==> config.mk <==
export PLATFORM = sky130hd
export DESIGN_NAME = plat_line_renderer
export DESIGN_NICKNAME = d
export VERILOG_FILES = /design/src/rtl/platform_pkg.sv /design/src/rtl/plat_line_renderer.sv
export SDC_FILE = /design/constraint.sdc
export NUM_CORES = 1
export LEC_CHECK = 0
export ABC_AREA = 1
export CORE_MARGIN = 2
export CORE_UTILIZATION = 42
export DETAILED_ROUTE_END_ITERATION = 8
export PLACE_DENSITY = 0.95
export SETUP_SLACK_MARGIN = 0.05
export SKIP_LAST_GASP = 1
export SYNTH_ARGS = -nofsm -noshare
export SYNTH_HDL_FRONTEND = slang
export SYNTH_SLANG_ARGS = --single-unit
==> constraint.sdc <==
create_clock -name Clk -period 9.9 [get_ports Clk]
set_clock_uncertainty 0.15 [all_clocks]
set_input_delay 1.485 -clock Clk [delete_from_list [all_inputs] [get_ports Clk]]
set_output_delay 1.485 -clock Clk [all_outputs]
set_load 0.005 [all_outputs]
==> src/rtl/platform_pkg.sv <==
// Shared constants and types for the platform scanline renderer.
package platform_pkg;

  localparam int          SPR_W     = 16;
  localparam int          SPR_H     = 8;
  localparam int          SCREEN_W  = 640;
  localparam logic [23:0] KEY_COLOR = 24'hFF00FF;

  typedef enum logic [1:0] {
    IDLE  = 2'd0,
    CHECK = 2'd1,
    FETCH = 2'd2,
    DONE  = 2'd3
  } plat_rend_state_t;

  typedef struct packed {
    logic       valid;
    logic [9:0] x;
    logic [9:0] y;
  } plat_slot_t;

  // The >= test guards the subtraction, so the 10-bit difference never wraps.
  function automatic logic slot_hit(input plat_slot_t s, input logic [9:0] y);
    return s.valid && (y >= s.y) && ((y - s.y) < 10'(SPR_H));
  endfunction

endpackage

==> src/rtl/plat_line_renderer.sv <==
// Per-scanline platform sprite renderer: scans every slot, fetches the
// overlapping sprite row and writes opaque, on-screen pixels to the line buffer.
//
//   state | meaning
//   IDLE  | waiting for line_start
//   CHECK | one cycle per slot, overlap test against the latched line
//   FETCH | SPR_W cycles issuing sprite row reads for the hit slot
//   DONE  | one-cycle done pulse, then back to IDLE
module plat_line_renderer
  import platform_pkg::*;
#(
  parameter int NUM_PLATS = 8
) (
  input  logic                      Clk,
  input  logic                      Reset,
  input  logic                      line_start,
  input  logic [9:0]                line_y,
  input  logic [NUM_PLATS-1:0]      plat_valid,
  input  logic [NUM_PLATS-1:0][9:0] plat_x,
  input  logic [NUM_PLATS-1:0][9:0] plat_y,
  output logic [7:0]                rom_addr,
  input  logic [23:0]               rom_data,
  output logic                      lb_we,
  output logic [9:0]                lb_addr,
  output logic [23:0]               lb_data,
  output logic                      busy,
  output logic                      done
);

  localparam int SLOT_W = (NUM_PLATS > 1) ? $clog2(NUM_PLATS) : 1;
  localparam int COL_W  = $clog2(SPR_W);

  plat_rend_state_t  state_q, state_d;
  logic [9:0]        cur_y_q, cur_y_d;
  logic [SLOT_W-1:0] slot_q, slot_d;
  logic [2:0]        row_q, row_d;
  logic [COL_W-1:0]  col_q, col_d;
  logic              issued_q, issued_d;
  logic [10:0]       xpos_q, xpos_d;

  plat_slot_t cur_slot;
  logic       hit;
  logic       last_slot;
  logic       col_last;

  // Current slot record and its overlap/terminal decodes.
  always_comb begin
    cur_slot.valid = plat_valid[slot_q];
    cur_slot.x     = plat_x[slot_q];
    cur_slot.y     = plat_y[slot_q];
    hit            = slot_hit(cur_slot, cur_y_q);
    last_slot      = (slot_q == SLOT_W'(NUM_PLATS - 1));
    col_last       = (col_q == COL_W'(SPR_W - 1));
  end

  // State and datapath registers with synchronous reset.
  always_ff @(posedge Clk) begin
    if (Reset) begin
      state_q  <= IDLE;
      cur_y_q  <= '0;
      slot_q   <= '0;
      row_q    <= '0;
      col_q    <= '0;
      issued_q <= 1'b0;
      xpos_q   <= '0;
    end else begin
      state_q  <= state_d;
      cur_y_q  <= cur_y_d;
      slot_q   <= slot_d;
      row_q    <= row_d;
      col_q    <= col_d;
      issued_q <= issued_d;
      xpos_q   <= xpos_d;
    end
  end

  // Next-state logic; line_start outside IDLE is simply not looked at.
  always_comb begin
    state_d = state_q;
    unique case (state_q)
      IDLE:  if (line_start) state_d = CHECK;
      CHECK: begin
        if (hit)            state_d = FETCH;
        else if (last_slot) state_d = DONE;
      end
      FETCH: if (col_last) state_d = last_slot ? DONE : CHECK;
      DONE:  state_d = IDLE;
      default: state_d = IDLE;
    endcase
  end

  // Datapath next values: line latch, slot/column walk and the read-issue pipe.
  always_comb begin
    cur_y_d  = cur_y_q;
    slot_d   = slot_q;
    row_d    = row_q;
    col_d    = col_q;
    issued_d = 1'b0;
    xpos_d   = xpos_q;
    unique case (state_q)
      IDLE: begin
        if (line_start) begin
          cur_y_d = line_y;
          slot_d  = '0;
        end
      end
      CHECK: begin
        if (hit) begin
          row_d = 3'(cur_y_q - cur_slot.y);
          col_d = '0;
        end else if (!last_slot) begin
          slot_d = slot_q + 1'b1;
        end
      end
      FETCH: begin
        issued_d = 1'b1;
        xpos_d   = {1'b0, cur_slot.x} + 11'(col_q);
        col_d    = col_q + 1'b1;
        if (col_last && !last_slot) slot_d = slot_q + 1'b1;
      end
      default: ;
    endcase
  end

  // Outputs: read address while fetching, writes from the delayed issue stage.
  always_comb begin
    rom_addr = (state_q == FETCH) ? {1'b0, row_q, col_q} : 8'd0;
    busy     = (state_q != IDLE);
    done     = (state_q == DONE);
    lb_we    = issued_q && (rom_data != KEY_COLOR) && (xpos_q < 11'(SCREEN_W));
    lb_addr  = issued_q ? xpos_q[9:0] : 10'd0;
    lb_data  = issued_q ? rom_data : 24'd0;
  end

endmodule

-- Yosys cells after proc, flatten, opt, wreduce, memory -nomap -nowiden
Cells that the tools add are included.
- $lt $le $gt $ge: 4
- $add $sub $neg: 4
- reductions and logical operators: 15
- muxes and demuxes: 23
- equal/unequal tests: 13
- operators by type and width (kind ; number):
    10-bit binary-select mux with 3-bit select ; 2
    10-bit 2-to-1 mux ; 3
    24-bit 2-to-1 mux ; 1
    24-bit != test, second input constant ; 1
    3-bit 2-to-1 mux ; 4
    2-bit != test, second input constant ; 6
    10-bit by 4-bit adder with 11-bit output ; 1
    11-bit by 10-bit less-than comparator with 1-bit output, second input constant ; 1
    10-bit >= comparator ; 1
    10-bit by 4-bit less-than comparator with 1-bit output, second input constant ; 1
    2-bit 2-to-1 mux ; 5
    10-bit subtractor ; 1
    3-bit case mux with 3 select lines ; 1
    2-bit case mux with 4 select lines ; 1
    4-bit case mux with 2 select lines ; 1
    7-bit 2-to-1 mux ; 1
    2-bit AND reduction ; 3
    1-bit logical AND ; 5
    5-bit AND reduction ; 1
    4-bit by 1-bit adder with 4-bit output, second input constant ; 1
    2-bit == test, second input constant ; 2
    4-bit == test, second input constant ; 1
    3-bit by 4-bit less-than comparator with 1-bit output, second input constant ; 1
    4-bit 2-to-1 mux ; 1
    other kinds (11) ; 13
- output and inout bits: 45
- bits in registers: 34
- logic and storage cells: 66
- input port bits: 205

-- Longest topological paths before layout
- depth in word-level cells: 7
- mapped depth: 25

-- Least setup slack after synthesis
Ideal clock, no wire load.
- kind: input port to output port
- start point: in rom_data[11]
- end point: out lb_we
- buffers on the path: 0
- slack: 6.098 ns
- data required time: 8.265 ns
- cell stages on the path: 4
- arrival: 2.167 ns
- cell sequence: nor4_1 > nand3_1 > o311ai_0 > inv_1
- longest elaborated chain between the ends: 3
- RTL lines (element ; RTL line ; source):
    start, declared ; plat_line_renderer.sv:22 ; input logic [23:0] rom_data,
    24-bit != test ; plat_line_renderer.sv:130 ; lb_we = issued_q && (rom_data != KEY_COLOR) && (xpos_q < 11'(SCREEN_W));
    1-bit logical AND (2 in a row) ; plat_line_renderer.sv:130 ;
    end, declared ; plat_line_renderer.sv:23 ; output logic lb_we,
Every way passes these cells.

-- Worst setup path after layout
Ends and elaborated chain as after synthesis.

==> flow_summary.ini <==
[logic_synthesis]
synth_fa_ha_area_share_pct = 7.431
syn_nets = 979
synth_largest_type_area_fraction_pct = 16.04
synthArstFlopShare_pct = 0
synthCells = 750
synthMuxAreaShare_pct = 0
synth-xor-area-share_pct = 1.651
synth_commonest_cells = nor2_1, nand2_1, o21ai_0
yosys_warnings = 0
netlist_area_sq_um = 4243
synth_top_family_by_area = simple AND/OR/NAND/NOR gates
yosys.area.top_type = dfxtp_1
synth-simple-area-share_pct = 34.86
synth_cell_types = 42
synth_ff_type = dfxtp_1
yosysSeqAreaShare_pct = 16.04
synthTopCellsByArea = dfxtp_1, nor2_1, o21ai_0, nand2_1, inv_1
ys_ff_latch = 34
synth_most_common_cell = nor2_1
synth-edff-count = 0
synth_compound_area_share_pct = 25.48
synth.avg_cell_area_sq_um = 5.657

[grt]
grt_pass1_wl_mm = 25.52
grt_pass1_vias = 5426
grt_start_max_net_pins = 88
grt_overflow = 0
track_usage_pct = 28.28
antenna_found_initial = 0

[clock_network]
post-cts-setup-buffer-count = 0
cts_root_buf = clkbuf_8
cts_tree = done
ctsResizeCount = 0
htreeDepth = 2
cts_num_sinks = 34
ctsHoldBuffers = 0
max-clock-path-buffers = 2
cts.clk_slew.worst_paths_ps = 70
clkLatencyLatePin_ps = 290
cts_buffers = 5

[critical_path]
start_kind = input pin
worstSetupPathType = input pin to primary output
crit_required_ps = 8270
endpoint_kind = primary output
critPathMaxFanout = 2
reg2reg_to = col_q[0]
r2r_start = slot_q[0]
ff2ff_path_depth = 23
critPathArrivalTime_ps = 3150
reg2reg_slack_ps = 5270

[sta]
maxSlewViolCount = 0
setup_viol = 0
min_period_ps = 4789
hold_viol = 0
rsz0062_at_grt = no
worst_pin_slew_ps = 1107
max_freq_ghz = 0.2088
finalSetupTns_ps = 0
slew_headroom_pct = 26.10
fin_crit_sh_pct = 48.38
worst_hold_slack_ps = 347.8

[final_layout]
drive_above_1_share_pct = 5.377
diodes = 0
seq_area_sq_um = 681.9
final_util_pct = 69.78
final_cells = 1100
nNetsFinal = 1196
multi_input_area_sq_um = 2949
fillers = 818
syn2layout_area_growth_pct = 60.75

[die]
core.rowCount = 36
die_x_um = 104.5
pin_count = 250
start_util_pct = 43.41
die_h_um = 104.5
dieArea_sq_um = 10920
core_sq_um = 9774

[worst_hold_path]
hold_path_class = register to register
min_path_cells = 2
min_from = cur_y_q[8]
min_to = cur_y_q[8]

[placement]
hpwlAfterDp_mm = 12.38
post-place-cells = 1093
place_congestion = 0.9355
io_buffer_count = 248

[outcome]
status = finished, final reports clean

[power_and_ir_drop]
power_density_nw_per_um2 = 219.0
p_leak_uw = 0.003203
peakVddDrop_mv = 0.1145

[routing]
drc = 0
routed_wl_mm = 15.87
drtPass1Iterations = 5
via_per_inst = 5.220
wl_per_cell_um = 14.43
drtAntennaViolNets = 0
vias = 5742
drtIter0Drc = 498

[job]
cap_violations = 0
per-stage QoR:
| step | power, uW | worst slack, ps | cell area, sq um |
|---|---|---|---|
| final | 1493 | 5111 | 6820 |
| after global routing | 1648 | 4853 | 6820 |
| after CTS | 1478 | 5113 | 6820 |
| after detailed placement | 1335 | 5115 | 6708 |
| after global placement | 1307 | 5104 | 6708 |
| after floorplan | 1044 | 6098 | 4243 |
kinds of logic after synthesis:
group / after synthesis
AOI/OAI and AO/OA: 189
xor gates and xnor gates: 8
adders and majority gates: 24
buffers and inverters: 148
DFF: 34
other: 1
and+or+nand+nor: 346
where the power goes:
part	internal (uW)	total (uW)	switching, uW
clock network	80.6	135	54.3
logic	426	1150	726
registers	169	207	38.1
total	675	1490	818
area by class of cell:
cell class | instances | area share (%)
timing repair buffer | 252 | 36.84
inverter | 106 | 5.834
sequential | 34 | 9.998
tap | 133 | 2.440
clock buffer | 6 | 1.211
clock inverter | 1 | 0.4403
multi-input combinational | 568 | 43.24
state kept, by name (all words and copies together) (netlist names):
name and count:
slot_q 3, col_q 4, row_q 3, xpos_q 11
issued_q 1, cur_y_q 10, state_q 2
worst max path at each step:
stage	from	end	slack [ps]
global route	slot_q[0]	col_q[0]	4850
finish	rom_data[11]	lb_we	5110
detailed placement	rom_data[11]	lb_we	5120
global placement	rom_data[11]	lb_we	5100
CTS	rom_data[11]	lb_we	5110
floorplan	rom_data[11]	lb_we	6100
layer usage:
metal  part of all wire, %  GRT usage, %
met4                   2.1         9.170
met3                   8.3         5.263
met5                     0             0
met2                    48         50.28
met1                    41         34.08
placed cells by master, fill, tap and decap left out, drive strengths merged:
cell type | Yosys | routed
o21ai | 122 | 122
bufinv | 0 | 1
o22ai | 20 | 20
a21oi | 24 | 24
ha | 22 | 22
a211oi | 1 | 1
nor3 | 1 | 1
buf | 23 | 4
nand2 | 138 | 138
o211ai | 4 | 4
conb | 1 | 1
o221ai | 9 | 9
clkdlybuf4s50 | 0 | 248
o21bai | 2 | 2
nand3 | 38 | 38
nand3b | 1 | 1
xor2 | 5 | 5
fa | 2 | 2
nor4 | 2 | 2
o21a | 1 | 1
clkinv | 1 | 1
nand4 | 10 | 10
clkbuf | 19 | 6
a31oi | 5 | 5
xnor2 | 3 | 3
dfxtp | 34 | 34
inv | 105 | 105
o311ai | 1 | 1
nor2 | 156 | 156
worst max-delay path: stages:
cell	delay, ps
clkdlybuf4s50_1	420
nor4_1	290
nand3_1	140
o311ai_0	300
inv_1	70
clkdlybuf4s50_1	440
Note: power is estimated with default switching activity, not from simulation.
